[src/rtl/rv32im_pkg.sv]
// Shared RV32IM constants: datapath width, M-extension divide funct3 codes
// and the divider FSM state type.
package rv32im_pkg;

    localparam int unsigned XLEN = 32;

    localparam logic [2:0] F3_DIV  = 3'b100;
    localparam logic [2:0] F3_DIVU = 3'b101;
    localparam logic [2:0] F3_REM  = 3'b110;
    localparam logic [2:0] F3_REMU = 3'b111;

    typedef enum logic [1:0] {
        IDLE = 2'd0,
        CALC = 2'd1,
        DONE = 2'd2
    } div_state_e;

endpackage : rv32im_pkg

[src/rtl/div_unit.sv]
// Iterative radix-2 restoring divider for DIV/DIVU/REM/REMU, one quotient bit per clock.
// Optional macro DIV_FASTPATH_EN resolves divide-by-zero and signed overflow without iterating.
module div_unit #(
    parameter int unsigned XLEN = rv32im_pkg::XLEN
) (
    input  logic            clk,
    input  logic            reset_i,
    input  logic            start_i,
    input  logic [2:0]      funct3_i,
    input  logic [XLEN-1:0] rs1_i,
    input  logic [XLEN-1:0] rs2_i,
    input  logic [4:0]      rd_addr_i,
    output logic            busy_o,
    output logic            done_o,
    output logic [XLEN-1:0] result_o,
    output logic [4:0]      rd_addr_o,
    output logic            wb_en_o
);
    import rv32im_pkg::*;

    localparam int unsigned CW = $clog2(XLEN) + 1;
    localparam logic [XLEN-1:0] SMIN = {1'b1, {(XLEN-1){1'b0}}};

    div_state_e      state_q, state_d;
    logic [CW-1:0]   cnt_q, cnt_d;
    logic [XLEN-1:0] rem_q, rem_d;
    logic [XLEN-1:0] quo_q, quo_d;
    logic [XLEN-1:0] dvsr_q, dvsr_d;
    logic [XLEN-1:0] rs1_q, rs1_d;
    logic [XLEN-1:0] result_q, result_d;
    logic [4:0]      rd_q, rd_d;
    logic            is_rem_q, is_rem_d;
    logic            neg_quo_q, neg_quo_d;
    logic            neg_rem_q, neg_rem_d;
    logic            div0_q, div0_d;
    logic            ovf_q, ovf_d;

    logic            in_signed, in_div0, in_ovf;
    logic [XLEN-1:0] in_special;
    logic [XLEN:0]   shifted, diff;
    logic            sub_ok;
    logic [XLEN-1:0] rem_nx, quo_nx, quo_fix, rem_fix, final_res;

    always_comb begin
        in_signed = (funct3_i == F3_DIV) || (funct3_i == F3_REM);
        in_div0   = (rs2_i == '0);
        in_ovf    = in_signed && (rs1_i == SMIN) && (rs2_i == '1);
        // Overflow quotient equals rs1 itself (the most negative value).
        in_special = funct3_i[1] ? (in_div0 ? rs1_i : '0)
                                 : (in_div0 ? '1    : rs1_i);

        shifted = {rem_q, quo_q[XLEN-1]};
        diff    = shifted - {1'b0, dvsr_q};
        sub_ok  = ~diff[XLEN];
        rem_nx  = sub_ok ? diff[XLEN-1:0] : shifted[XLEN-1:0];
        quo_nx  = {quo_q[XLEN-2:0], sub_ok};

        quo_fix   = neg_quo_q ? (~quo_nx + 1'b1) : quo_nx;
        rem_fix   = neg_rem_q ? (~rem_nx + 1'b1) : rem_nx;
        final_res = is_rem_q ? (div0_q ? rs1_q : (ovf_q ? '0   : rem_fix))
                             : (div0_q ? '1    : (ovf_q ? SMIN : quo_fix));

        state_d   = state_q;
        cnt_d     = cnt_q;
        rem_d     = rem_q;
        quo_d     = quo_q;
        dvsr_d    = dvsr_q;
        rs1_d     = rs1_q;
        result_d  = result_q;
        rd_d      = rd_q;
        is_rem_d  = is_rem_q;
        neg_quo_d = neg_quo_q;
        neg_rem_d = neg_rem_q;
        div0_d    = div0_q;
        ovf_d     = ovf_q;

        unique case (state_q)
            IDLE: begin
                if (start_i && funct3_i[2]) begin
                    state_d   = CALC;
                    cnt_d     = CW'(XLEN);
                    rem_d     = '0;
                    quo_d     = (in_signed && rs1_i[XLEN-1]) ? (~rs1_i + 1'b1) : rs1_i;
                    dvsr_d    = (in_signed && rs2_i[XLEN-1]) ? (~rs2_i + 1'b1) : rs2_i;
                    rs1_d     = rs1_i;
                    rd_d      = rd_addr_i;
                    is_rem_d  = funct3_i[1];
                    neg_quo_d = in_signed && (rs1_i[XLEN-1] ^ rs2_i[XLEN-1]);
                    neg_rem_d = in_signed && rs1_i[XLEN-1];
                    div0_d    = in_div0;
                    ovf_d     = in_ovf;
`ifdef DIV_FASTPATH_EN
                    if (in_div0 || in_ovf) begin
                        state_d  = DONE;
                        result_d = in_special;
                    end
`endif
                end
            end
            CALC: begin
                rem_d = rem_nx;
                quo_d = quo_nx;
                cnt_d = cnt_q - CW'(1);
                if (cnt_q == CW'(1)) begin
                    result_d = final_res;
                    state_d  = DONE;
                end
            end
            DONE:    state_d = IDLE;
            default: state_d = IDLE;
        endcase
    end

    always_ff @(posedge clk or posedge reset_i) begin
        if (reset_i) begin
            state_q   <= IDLE;
            cnt_q     <= '0;
            rem_q     <= '0;
            quo_q     <= '0;
            dvsr_q    <= '0;
            rs1_q     <= '0;
            result_q  <= '0;
            rd_q      <= '0;
            is_rem_q  <= 1'b0;
            neg_quo_q <= 1'b0;
            neg_rem_q <= 1'b0;
            div0_q    <= 1'b0;
            ovf_q     <= 1'b0;
        end else begin
            state_q   <= state_d;
            cnt_q     <= cnt_d;
            rem_q     <= rem_d;
            quo_q     <= quo_d;
            dvsr_q    <= dvsr_d;
            rs1_q     <= rs1_d;
            result_q  <= result_d;
            rd_q      <= rd_d;
            is_rem_q  <= is_rem_d;
            neg_quo_q <= neg_quo_d;
            neg_rem_q <= neg_rem_d;
            div0_q    <= div0_d;
            ovf_q     <= ovf_d;
        end
    end

    assign busy_o    = (state_q != IDLE);
    assign done_o    = (state_q == DONE);
    assign result_o  = result_q;
    assign rd_addr_o = rd_q;
    assign wb_en_o   = done_o && (rd_q != 5'd0);

endmodule : div_unit

[config.mk]
export PLATFORM = sky130hd
export DESIGN_NAME = div_unit
export DESIGN_NICKNAME = d
export VERILOG_FILES = /design/src/rtl/rv32im_pkg.sv /design/src/rtl/div_unit.sv
export SDC_FILE = /design/constraint.sdc
export NUM_CORES = 1
export LEC_CHECK = 0
export ABC_CLOCK_PERIOD_IN_PS = 7600
export BUFFER_PORTS_ARGS = -buffer_cell sky130_fd_sc_hd__buf_4
export CAP_MARGIN = 0
export CORE_MARGIN = 1
export CORE_UTILIZATION = 30
export DETAILED_ROUTE_END_ITERATION = 6
export PLACE_DENSITY_LB_ADDON = 0.08
export SLEW_MARGIN = 20
export SYNTH_ARGS = -nofsm -noshare
export SYNTH_HDL_FRONTEND = slang
export SYNTH_SLANG_ARGS = --single-unit
export TNS_END_PERCENT = 20
[constraint.sdc]
create_clock -name clk -period 7.6 [get_ports clk]
set_clock_uncertainty 0.2 [all_clocks]
set_input_delay 0.76 -clock clk [delete_from_list [all_inputs] [get_ports clk]]
set_output_delay 0.76 -clock clk [all_outputs]
set_load 0.005 [all_outputs]
==> results.tsv <==
stage	metric	value	unit
clock_network	CTS tree	done	
status	outcome	complete, no violations	
grt	overall routing resource usage	21.2	%
sta	transition time of the tightest slew-check pin	1030	ps
worst_hold_path	HP Class	in -> async	
sta	post-layout min period	6210	ps
synthesis	Post-Syn Area	0.0128	mm^2
synthesis	flops & latches, synth	178	
clock_network	CTS Sinks	178	
synthesis	Gate Count Post-Synth	1578	
final_layout	area growth from synthesis to layout	15.2	%
worst_setup_path	Worst Path Arrival	6360	ps
sta	RSZ-0062 raised after global routing	false	
grt	first-pass GRT wire length	71.1	mm
routing	DR iter-0 viols	697	
pwr	Pleak	6.18	nW
pwr	Max VDD drop	0.000288	V
worst_setup_path	crit-path max cell delay	510	ps
clock_network	worst skew pair latency	470	ps
routing	DRT Wirelength	45.3	mm
worst_setup_path	CP max FO	10	
die	die area	0.0434	mm^2
clock_network	CTS Root Cell	clkbuf_16	
synthesis	most numerous cell in the Yosys netlist	nand2_1	
sta	final hold violation count	0	
final_layout	layout cells sized above 1	11.7	%
routing	drt pass-1 iters	7	
synthesis	Seq/Total Area, Yosys	34.9	%
worst_setup_path	WS Path Type	reg -> reg	
grt	met3 Use GR	3.46	%
sta	final worst path period share	81.8	%
clock_network	CTS resizes	0	
grt	vias in the first global route	11834	
final_layout	area of the multi-input gates	0.00770	mm^2
grt	largest net degree at the start of global routing	110	
grt	initial antenna violation count	0	
sta	max_slew headroom	31.4	%
placed_design	IO buf count	114	
grt	Top Usage Layer GRT	met2	
final_layout	Storage cell area	0.00445	mm^2
clock_network	hold_buf cts	0	
sta	fmax	161	MHz
sta	total negative slack	0	ps
grt	GR Util met1	29.0	%
synthesis	Synth top area share	34.9	%
pwr	Pwr Density	548	mW/mm^2
worst_setup_path	worst endpoint required time	7740	ps
synthesis	top post-synthesis cells by count	nand2_1, o21ai_0, dfrtp_1	
clock_network	postcts setup bufs	0	
synthesis	ys flop type	dfrtp_1	
synthesis	Synth Warn #	0	
synthesis	Avg Inst Size Synth	8.09	um^2
pwr	Clock power frac	12.7	%
synthesis	Mapped Nets	1693	
die	DIE WIDTH	208	um
synthesis	top cells by area, synth	dfrtp_1, o21ai_0, nand2_1	
clock_network	clock slew at reported path FFs	80	ps
sta	Fin Hold WS	275	ps
sta	fin. max-slew vios	0	
worst_setup_path	CP cell instances	inv_1 > ha_1 > inv_1 > fa_1 > a211oi_4 > o211ai_2 > and3_1 > o211a_1 > or3_4 > and2_4 > inv_1 > mux2i_1 > ha_1 > inv_1 > a2111oi_0 > nand4_1 > a21oi_1 > nand3b_1 > a211oi_2 > a41oi_1 > xnor2_1 > a221oi_1 > nor2_1	
worst_setup_path	Critical Path Source Type	flip-flop	
routing	antenna-violating nets left	0	
clock_network	H-tree depth	4	
routing	DRC viols	0	
final_layout	FILL cells	4423	
sta	Finish-stage setup viols	0	
synthesis	Yosys top cell by area	dfrtp_1	
routing	WL/cell	20.7	um
synthesis	Yosys cell types	81	
pwr	Comb pwr share	63.6	%
worst_setup_path	Worst path slowest cell	a211oi_2	
grt	total grt overflow	0	
die	cell row count	75	
final_layout	fin nets	1748	
pwr	Psw	0.00414	W
final_layout	ant diodes	0	
placed_design	detailed placement HPWL	33.9	mm
synthesis	Async S/R FF share, synth	100	%
placed_design	placer's final routability congestion estimate	0.851	
grt	GR met2 Demand/Resource	34.5	%
pwr	internal power	0.00392	W
pwr	Sw Ratio	51.4	%
worst_setup_path	most used cell, CP	inv_1	
clock_network	CTS Buffer Depth	2	
die	# IOs	115	
die	Initial Utilization	30.4	%
routing	via/cell ratio	5.48	
worst_setup_path	crit end category	flip-flop	
routing	via count	11980	
synthesis	number of enable flip-flop cells after synthesis	0	
clock_network	Num CTS Buffers	17	
run	Max Cap Viol	0	
pwr	Flop pwr share	23.7	%
die	die height	208	um
die	area of the core	0.0419	mm^2
==> metrics by stage <==
stage | power, W | setup WS, ps | instance area, um^2 | std cells | utilization [%]
6_report | 0.00806 | 1390 | 14700 | 2185 | 35.1
5_1_grt | 0.00877 | 896 | 14700 | 2185 | 35.1
4_1_cts | 0.00813 | 1420 | 14700 | 2185 | 35.1
3_5_place_dp | 0.00707 | 1420 | 14100 | 2153 | 33.5
3_3_place_gp | 0.00706 | 1530 | 14100 | 2153 | 33.5
2_1_floorplan | 0.00550 | 1810 | 12800 | 1578 | -
==> power by group through the flow <==
stage / Sequential, W / Clock [W] / Combinational (W)
2_1_floorplan: 0.00170 / 0 / 0.00380
3_3_place_gp: 0.00193 / 0 / 0.00514
3_5_place_dp: 0.00193 / 0 / 0.00514
4_1_cts: 0.00192 / 0.00105 / 0.00516
5_1_grt: 0.00197 / 0.00109 / 0.00571
6_report: 0.00191 / 0.00103 / 0.00512
==> path summary, 6_finish.rpt <==
path                                    startpoint                       end  slack, ps  cells past startpoint
setup reg to reg             quo_q[31]$_DFFE_PP0P_  result_o[30]$_DFFE_PP0P_       1390                     23
min in group clk           result_o[2]$_DFFE_PP0P_   result_o[2]$_DFFE_PP0P_        280                      2
setup / recovery             quo_q[31]$_DFFE_PP0P_  result_o[30]$_DFFE_PP0P_       1390                     23
max in group asynchronous                  reset_i      rem_q[7]$_DFFE_PP0P_       5390                      3
hold reg to reg            result_o[2]$_DFFE_PP0P_   result_o[2]$_DFFE_PP0P_        280                      2
hold / removal                             reset_i   result_o[2]$_DFFE_PP0P_        270                      2
==> sequential cells by signal, indices dropped and copies added, names as in the netlist <==
signal and cells:
dvsr_q 32, cnt_q 6, neg_rem_q 1, state_q 2, result_o 32, rem_q 32
neg_quo_q 1, rs1_q 32, div0_q 1, quo_q 32, rd_addr_o 5, ovf_q 1
is_rem_q 1
==> cells in the final DEF, fill, tap and decap left out, types with 6 or more instances in the layout <==
cell type / count
nand2_1: 234
o21ai_0: 185
dfrtp_1: 178
buf_4: 129
nor2_1: 97
a21oi_1: 85
xor2_1: 76
inv_1: 65
xnor2_1: 63
nand3_1: 53
ha_1: 39
nor3_1: 35
a22oi_1: 34
mux2i_1: 28
o31ai_1: 25
nand4_1: 23
o22ai_1: 17
clkbuf_16: 17
nor4_1: 16
a31oi_1: 15
or4_1: 15
o41ai_1: 12
or3_1: 12
o21a_1: 11
a221oi_1: 11
nor2b_1: 10
o211ai_1: 10
nand2b_1: 10
a221o_1: 8
and2_1: 7
a211oi_1: 7
a21o_1: 6
a2111oi_0: 6
nand3b_1: 6
==> cell families after synthesis <==
family | synth area share (%)
fa+ha+maj | 3.98
compound gates | 24.3
xor+xnor | 9.53
simple gates | 20.0
mux | 2.28
buf+inv | 5.04
flops | 34.9
==> per-layer routing <==
| metal | part of all wire (%) | routed length (um) | up-vias |
|---|---|---|---|
| met3 | 4.2 | 1890 | 36 |
| li1 | - | - | 5805 |
| met4 | 1.8 | 837 | 0 |
| met2 | 47 | 21300 | 288 |
| met1 | 47 | 21300 | 5851 |
| met5 | 0 | 0 | - |
==> layout make-up <==
cell class              count  share of cell area [%]
multi-input cells        1240                    52.3
flip-flops and latches    178                    30.3
repair buffers            129                    6.58
well taps                 539                    4.58
clock buffers              22                    3.29
inverters                  67                    1.76
clock inverters            10                    1.15
==> critical path, delay by kind of cell, from the launching register on <==
kind	cells	cell delay, ps
AO/OA/AOI/OAI	8	2440
XOR/XNOR	1	170
adder cells (fa/ha/maj)	3	860
buffers and inverters	4	440
flip-flops	1	450
multiplexers	1	310
AND/OR/NAND/NOR	6	1220
No activity file was read; power rests on OpenSTA's default activity.
